<file path="config.mk">
export PLATFORM = sky130hd
export DESIGN_NAME = pedestrian_controller
export DESIGN_NICKNAME = d
export VERILOG_FILES = /design/src/rtl/traffic_pkg.sv /design/src/rtl/tick_timer.sv /design/src/rtl/pedestrian_controller.sv
export SDC_FILE = /design/constraint.sdc
export NUM_CORES = 1
export LEC_CHECK = 0
export BUFFER_PORTS_ARGS = -buffer_cell sky130_fd_sc_hd__buf_4
export CAP_MARGIN = 10
export CORE_UTILIZATION = 50
export DETAILED_ROUTE_END_ITERATION = 8
export GPL_ROUTABILITY_DRIVEN = 1
export PLACE_DENSITY = 0.78
export SLEW_MARGIN = 30
export SYNTH_ARGS = -nofsm -noshare
export SYNTH_HDL_FRONTEND = slang
export SYNTH_SLANG_ARGS = --single-unit
export TNS_END_PERCENT = 1
</file>
<file path="constraint.sdc">
create_clock -name clk -period 1.65 [get_ports clk]
set_input_delay 0.0825 -clock clk [delete_from_list [all_inputs] [get_ports clk]]
set_output_delay 0.0825 -clock clk [all_outputs]
set_load 0.005 [all_outputs]
</file>
<file path="src/rtl/traffic_pkg.sv">
// Shared types and light codes for the pedestrian crossing controller.
package traffic_pkg;

  localparam int CNT_W = 8;

  typedef enum logic [2:0] {
    ST_CAR_GREEN  = 3'd0,
    ST_CAR_YELLOW = 3'd1,
    ST_RED_PRE    = 3'd2,
    ST_WALK       = 3'd3,
    ST_FLASH      = 3'd4,
    ST_RED_POST   = 3'd5
  } ctrl_state_e;

  // walk display codes {walk, flashing_dont_walk, dont_walk}
  localparam logic [2:0] W_OFF              = 3'b000;
  localparam logic [2:0] W_DONTWALK         = 3'b001;
  localparam logic [2:0] W_FLASHINGDONTWALK = 3'b010;
  localparam logic [2:0] W_WALK             = 3'b100;

  // car light codes {red, yellow, green}
  localparam logic [2:0] C_RED    = 3'b100;
  localparam logic [2:0] C_YELLOW = 3'b010;
  localparam logic [2:0] C_GREEN  = 3'b001;

  // Everything the controller drives, registered as one bundle.
  typedef struct packed {
    logic [2:0] car;
    logic [2:0] walk;
    logic       blink;
  } lamp_t;

  // Durations must fit the 8-bit timer and be at least one tick.
  function automatic logic dur_ok(input int v);
    return (v >= 1) && (v <= 255);
  endfunction

endpackage

</file>
<file path="src/rtl/tick_timer.sv">
// Loadable 8-bit down-counter advanced by the tick enable; saturates at zero.
module tick_timer
  import traffic_pkg::*;
#(
  parameter logic [CNT_W-1:0] RST_VAL = '0
) (
  input  logic             clk,
  input  logic             reset_n,
  input  logic             load,
  input  logic [CNT_W-1:0] load_val,
  input  logic             tick,
  output logic             zero
);

  logic [CNT_W-1:0] cnt_q, cnt_d;

  // Load wins over counting; counting stops once zero is reached.
  always_comb begin
    cnt_d = cnt_q;
    if (load)                     cnt_d = load_val;
    else if (tick && cnt_q != '0) cnt_d = cnt_q - 1'b1;
  end

  // Counter register.
  always_ff @(posedge clk or negedge reset_n) begin
    if (!reset_n) cnt_q <= RST_VAL;
    else          cnt_q <= cnt_d;
  end

  assign zero = (cnt_q == '0);

endmodule

</file>
<file path="src/rtl/pedestrian_controller.sv">
// Pedestrian crossing controller: car lights plus walk display, tick-timed.
module pedestrian_controller
  import traffic_pkg::*;
#(
  parameter int GREEN_MIN    = 10,
  parameter int YELLOW_TIME  = 3,
  parameter int ALL_RED_TIME = 1,
  parameter int WALK_TIME    = 8,
  parameter int FLASH_TIME   = 6
) (
  input  logic       clk,
  input  logic       reset_n,
  input  logic       tick,
  input  logic       walk_request,
  output logic [2:0] walk_state,
  output logic [2:0] car_light,
  output logic       blink
);

  generate
    if (!dur_ok(GREEN_MIN) || !dur_ok(YELLOW_TIME) || !dur_ok(ALL_RED_TIME) ||
        !dur_ok(WALK_TIME) || !dur_ok(FLASH_TIME)) begin : g_bad_param
      $error("pedestrian_controller: every duration must be in 1..255");
    end
  endgenerate

  // Counter reload values are duration-1 so a state spans exactly its duration.
  localparam logic [CNT_W-1:0] LD_GREEN  = CNT_W'(GREEN_MIN - 1);
  localparam logic [CNT_W-1:0] LD_YELLOW = CNT_W'(YELLOW_TIME - 1);
  localparam logic [CNT_W-1:0] LD_RED    = CNT_W'(ALL_RED_TIME - 1);
  localparam logic [CNT_W-1:0] LD_WALK   = CNT_W'(WALK_TIME - 1);
  localparam logic [CNT_W-1:0] LD_FLASH  = CNT_W'(FLASH_TIME - 1);

  localparam lamp_t LAMP_RST = '{car: C_GREEN, walk: W_DONTWALK, blink: 1'b1};

  ctrl_state_e      state_q, state_d;
  logic             pending_q, pending_d;
  lamp_t            lamp_q, lamp_d;
  logic             tmr_zero;
  logic             tmr_load;
  logic [CNT_W-1:0] tmr_val;
  logic             enter_walk;

  tick_timer #(.RST_VAL(LD_GREEN)) u_timer (
    .clk      (clk),
    .reset_n  (reset_n),
    .load     (tmr_load),
    .load_val (tmr_val),
    .tick     (tick),
    .zero     (tmr_zero)
  );

  // State register.
  always_ff @(posedge clk or negedge reset_n) begin
    if (!reset_n) state_q <= ST_CAR_GREEN;
    else          state_q <= state_d;
  end

  // Next state: every move happens on a tick with the timer expired.
  always_comb begin
    state_d = state_q;
    if (tick && tmr_zero) begin
      case (state_q)
        ST_CAR_GREEN:  if (pending_q || walk_request) state_d = ST_CAR_YELLOW;
        ST_CAR_YELLOW: state_d = ST_RED_PRE;
        ST_RED_PRE:    state_d = ST_WALK;
        ST_WALK:       state_d = ST_FLASH;
        ST_FLASH:      state_d = ST_RED_POST;
        ST_RED_POST:   state_d = ST_CAR_GREEN;
        default:       state_d = ST_CAR_GREEN;
      endcase
    end
  end

  // Reload the timer with the entered state's duration on every state change.
  always_comb begin
    tmr_load = (state_d != state_q);
    case (state_d)
      ST_CAR_YELLOW:           tmr_val = LD_YELLOW;
      ST_RED_PRE, ST_RED_POST: tmr_val = LD_RED;
      ST_WALK:                 tmr_val = LD_WALK;
      ST_FLASH:                tmr_val = LD_FLASH;
      default:                 tmr_val = LD_GREEN;
    endcase
  end

  // Request latch: ignored while walking, consumed by entering WALK.
  assign enter_walk = (state_d == ST_WALK) && (state_q != ST_WALK);

  always_comb begin
    pending_d = pending_q;
    if (walk_request && state_q != ST_WALK) pending_d = 1'b1;
    if (enter_walk)                         pending_d = 1'b0;
  end

  // Pending register.
  always_ff @(posedge clk or negedge reset_n) begin
    if (!reset_n) pending_q <= 1'b0;
    else          pending_q <= pending_d;
  end

  // Output decode from the next state so the registered lamps move with it.
  always_comb begin
    lamp_d = LAMP_RST;
    case (state_d)
      ST_CAR_GREEN:  begin lamp_d.car = C_GREEN;  lamp_d.walk = W_DONTWALK;         end
      ST_CAR_YELLOW: begin lamp_d.car = C_YELLOW; lamp_d.walk = W_DONTWALK;         end
      ST_RED_PRE:    begin lamp_d.car = C_RED;    lamp_d.walk = W_DONTWALK;         end
      ST_WALK:       begin lamp_d.car = C_RED;    lamp_d.walk = W_WALK;             end
      ST_FLASH:      begin lamp_d.car = C_RED;    lamp_d.walk = W_FLASHINGDONTWALK; end
      ST_RED_POST:   begin lamp_d.car = C_RED;    lamp_d.walk = W_DONTWALK;         end
      default:       begin lamp_d.car = C_GREEN;  lamp_d.walk = W_DONTWALK;         end
    endcase
    // blink starts high on FLASH entry and toggles per tick while staying.
    if (state_d == ST_FLASH && state_q == ST_FLASH)
      lamp_d.blink = tick ? ~lamp_q.blink : lamp_q.blink;
  end

  // Output register.
  always_ff @(posedge clk or negedge reset_n) begin
    if (!reset_n) lamp_q <= LAMP_RST;
    else          lamp_q <= lamp_d;
  end

  assign car_light  = lamp_q.car;
  assign walk_state = lamp_q.walk;
  assign blink      = lamp_q.blink;

endmodule

</file>
==> results.sh <==
export IMPL_async_flop_share_pct=100
export IMPL_vias_per_cell=6.18
export IMPL_fin_ws_ns=-0.0666
export IMPL_r2r_cells=7
export IMPL_cts_buffers=3
export IMPL_report_final_hold_viol_count=0
export IMPL_first_pass_iters=4
export IMPL_whs_endpoint="blink"
export IMPL_yosysWarnings=0
export IMPL_final_core_util_pct=71.3
export IMPL_fin_nets=142
export IMPL_synth_nets=109
export IMPL_grt_antenna_before_repair=0
export IMPL_wl_met3_um=218
export IMPL_synth_area_um2=1030
export IMPL_initial_core_util_pct=53.1
export IMPL_ir_drop_mv=0.837
export IMPL_fmax_ghz=0.583
export IMPL_drt_initial_drc_count=36
export IMPL_status="complete, but fails checks"
export IMPL_via_count=1001
export IMPL_ys_ff_latch=19
export IMPL_grt_ovfl_total=0
export IMPL_met1_length_mm=1.04
export IMPL_dpl_instance_area_um2=1200
export IMPL_place_congestion=0.876
export IMPL_start_kind="flop"
export IMPL_synth_xor_area_share_pct=0.850
export IMPL_io_pins=11
export IMPL_endpoint_kind="flop"
export IMPL_grt_pass1_wl_mm=3.45
export IMPL_port_buffers=10
export IMPL_n_fill_cell=140
export IMPL_hpwl_mm=1.55
export IMPL_worstMarginPinSlew_ns=0.405
export IMPL_clockBufferDepth=2
export IMPL_tritoncts="yes"
export IMPL_cts_sinks=19
export IMPL_first_global_vias=780
export IMPL_drc=0
export IMPL_synth_fa_ha_area_share_pct=2.43
export IMPL_drive_gt1_share_pct=40.7
export IMPL_rsz0062_at_grt="true"
export IMPL_clkTransAtPathRegs_ns=0.11
export IMPL_fin_crit_ns=1.72
export IMPL_ant_nets=0
export IMPL_synth_seq_area_share_pct=46.7
export IMPL_wl_per_cell_um=16.5
export IMPL_cts_htree_levels=1
export IMPL_setup_violations=5
export IMPL_yosys_most_used_dff="dfrtp_1"
export IMPL_worst_hold_startpoint="tick"
export IMPL_hold_path_class="in2reg"
export IMPL_core_area_um2=1940
export IMPL_cap_violations=0
export IMPL_r2r_end="u_timer.cnt_q[1]"
export IMPL_reg2reg_from="u_timer.cnt_q[1]"
export IMPL_final_max_slew_viol_count=0
export IMPL_area_growth_pct=34.2
export IMPL_r2r_slack_ns=-0.07
export IMPL_p_leak_nw=0.585
export IMPL_drt_wl_total_mm=2.67
export IMPL_syn_avg_cell_area_um2=10.0
export IMPL_netlist_cell_type_count=45
export IMPL_rows=16
export IMPL_violations="setup timing"
export IMPL_final_area_um2=1380
export IMPL_powerDensity_nw_per_um2=1480
export IMPL_dieHeight_um=47.4
export IMPL_synth_top_family_by_area="compound AO/OA/AOI/OAI gates"
export IMPL_highest_layer="met4"
export IMPL_fp_dieArea_um2=2250
export IMPL_synth_edf_count=0
export IMPL_cts_root_buf="clkbuf_4"
export IMPL_worstSkewPairLatency_ns=0.30
export IMPL_cp_required_ns=1.85
export IMPL_timing_final_crit_share_pct=104
export IMPL_insertedDiodeCount=0
export IMPL_grt_total_usage_pct=22.8
export IMPL_crit_fanout=6
export IMPL_die_w_um=47.4
export IMPL_max_slew_margin_pct=72.8
export IMPL_crit_type="reg2reg"
export IMPL_whs_path_depth=3
export IMPL_postSynthCellCount=103
export IMPL_synth_compound_area_share_pct=22.9
export IMPL_yosys_mux_area_fraction_pct=0.971
export IMPL_dr_wl_met2_mm=1.32
export IMPL_fin_skew_ns=0.00227
export IMPL_synth_simple_area_share_pct=21.5
export IMPL_grt_max_degree=20
export IMPL_worst_endpoint_arrival_ns=1.92
worst max path at each step:
stage / start / to / slack, ns / cells after the start
final: u_timer.cnt_q[1] / u_timer.cnt_q[1] / -0.07 / 7
after global routing: u_timer.cnt_q[1] / u_timer.cnt_q[1] / -0.12 / 7
after CTS: u_timer.cnt_q[1] / car_light[1] / 0.01 / 6
after detailed placement: u_timer.cnt_q[1] / u_timer.cnt_q[1] / -0.04 / 6
after global placement: u_timer.cnt_q[0] / car_light[2] / 0.06 / 6
after floorplan: u_timer.cnt_q[1] / u_timer.cnt_q[1] / -0.008 / 7
sequential cells by signal (all words and copies together), names as in the netlist:
name           flops
blink              1
car_light          3
pending_q          1
state_q            3
u_timer.cnt_q      8
walk_state         3
repair_timing:
action | in CTS | in global routing
hold buffers | 1 | 0
endpoints found under the setup margin | 3 | 14
cloned | 0 | 1
pin swaps | 0 | 8
endpoints found under the hold margin | 19 | 0
setup buffers | 0 | 9
gates resized for setup | 4 | 13
cells in the final DEF (no fill, tap or decap), types with 2 or more instances in the layout:
cell      instances
o22a_1            2
o21ai_1           3
nor3_1            5
inv_2             3
dfstp_2           5
buf_6             4
clkbuf_4          3
a21oi_1           4
o21ai_0           2
o22ai_1           2
buf_4            27
nand3_1           7
a32o_1            2
nand2_1           6
dfrtp_1          14
o31ai_1           4
nor2_1            8
Yosys cell counts, types with 2 or more instances:
cell type,instances,share of area (%)
o21ai_0,2,0.97
dfstp_2,5,13
nor3_1,5,2.4
inv_1,3,1.1
a21oi_1,5,2.4
o31ai_1,4,2.9
ha_1,2,2.4
buf_2,2,0.97
o21ai_1,3,1.5
nor2_1,9,3.3
a32o_1,2,1.9
o22ai_1,2,1.2
o22a_1,2,1.7
nand2_1,6,2.2
dfrtp_1,14,34
nand3_1,7,3.4
nand2b_1,2,1.2
area by class of cell:
cell class	count	area [um^2]	area share [%]
Tap cell	27	33.8	2.44
Sequential cell	19	482	34.8
Multi-Input combinational cell	76	569	41.1
Inverter	4	15.0	1.08
Clock buffer	4	26.3	1.90
Timing Repair Buffer	32	258	18.6
kinds of logic (layout without fill, tap and decap cells):
| family | count (synthesis) | after routing |
|---|---|---|
| compound gates | 32 | 32 |
| simple gates | 39 | 40 |
| fa+ha+maj | 2 | 2 |
| xor+xnor | 1 | 1 |
| flops | 19 | 19 |
| buf+inv | 9 | 40 |
| mux | 1 | 1 |
where the power goes:
group          internal [mW]  switching [mW]
clock network         0.0944           0.147
registers              0.661           0.158
logic                  0.490           0.492
total                   1.25           0.797
layer usage:
| layer | vias up | GRT usage, % |
|---|---|---|
| met5 | - | 0 |
| met4 | 0 | 12.6 |
| met3 | 13 | 4.91 |
| met2 | 64 | 36.7 |
| met1 | 469 | 28.4 |
| li1 | 455 | - |
worst max-delay path: stages (launching register included):
cell     delay (ns)
dfrtp_1        0.40
inv_2          0.08
ha_4           0.13
nor3b_4        0.26
buf_4          0.18
and2_4         0.19
nor2_2         0.05
o32a_1         0.32
per-stage QoR:
| stage | total power, mW | hold WS, ns | worst slack [ns] | TNS (ns) | std cells |
|---|---|---|---|---|---|
| final | 2.04 | 0.0923 | -0.0666 | -0.155 | 162 |
| after global routing | 2.16 | 0.110 | -0.121 | -0.655 | 162 |
| after CTS | 1.87 | 0.0905 | 0.0123 | 0 | 152 |
| after detailed placement | 1.60 | -0.0335 | -0.0360 | -0.0360 | 147 |
| after global placement | 1.57 | -0.0369 | 0.0603 | 0 | 147 |
| after floorplan | 1.27 | -0.213 | -0.00843 | -0.00843 | 103 |
Power figures use the tool's default switching activity.
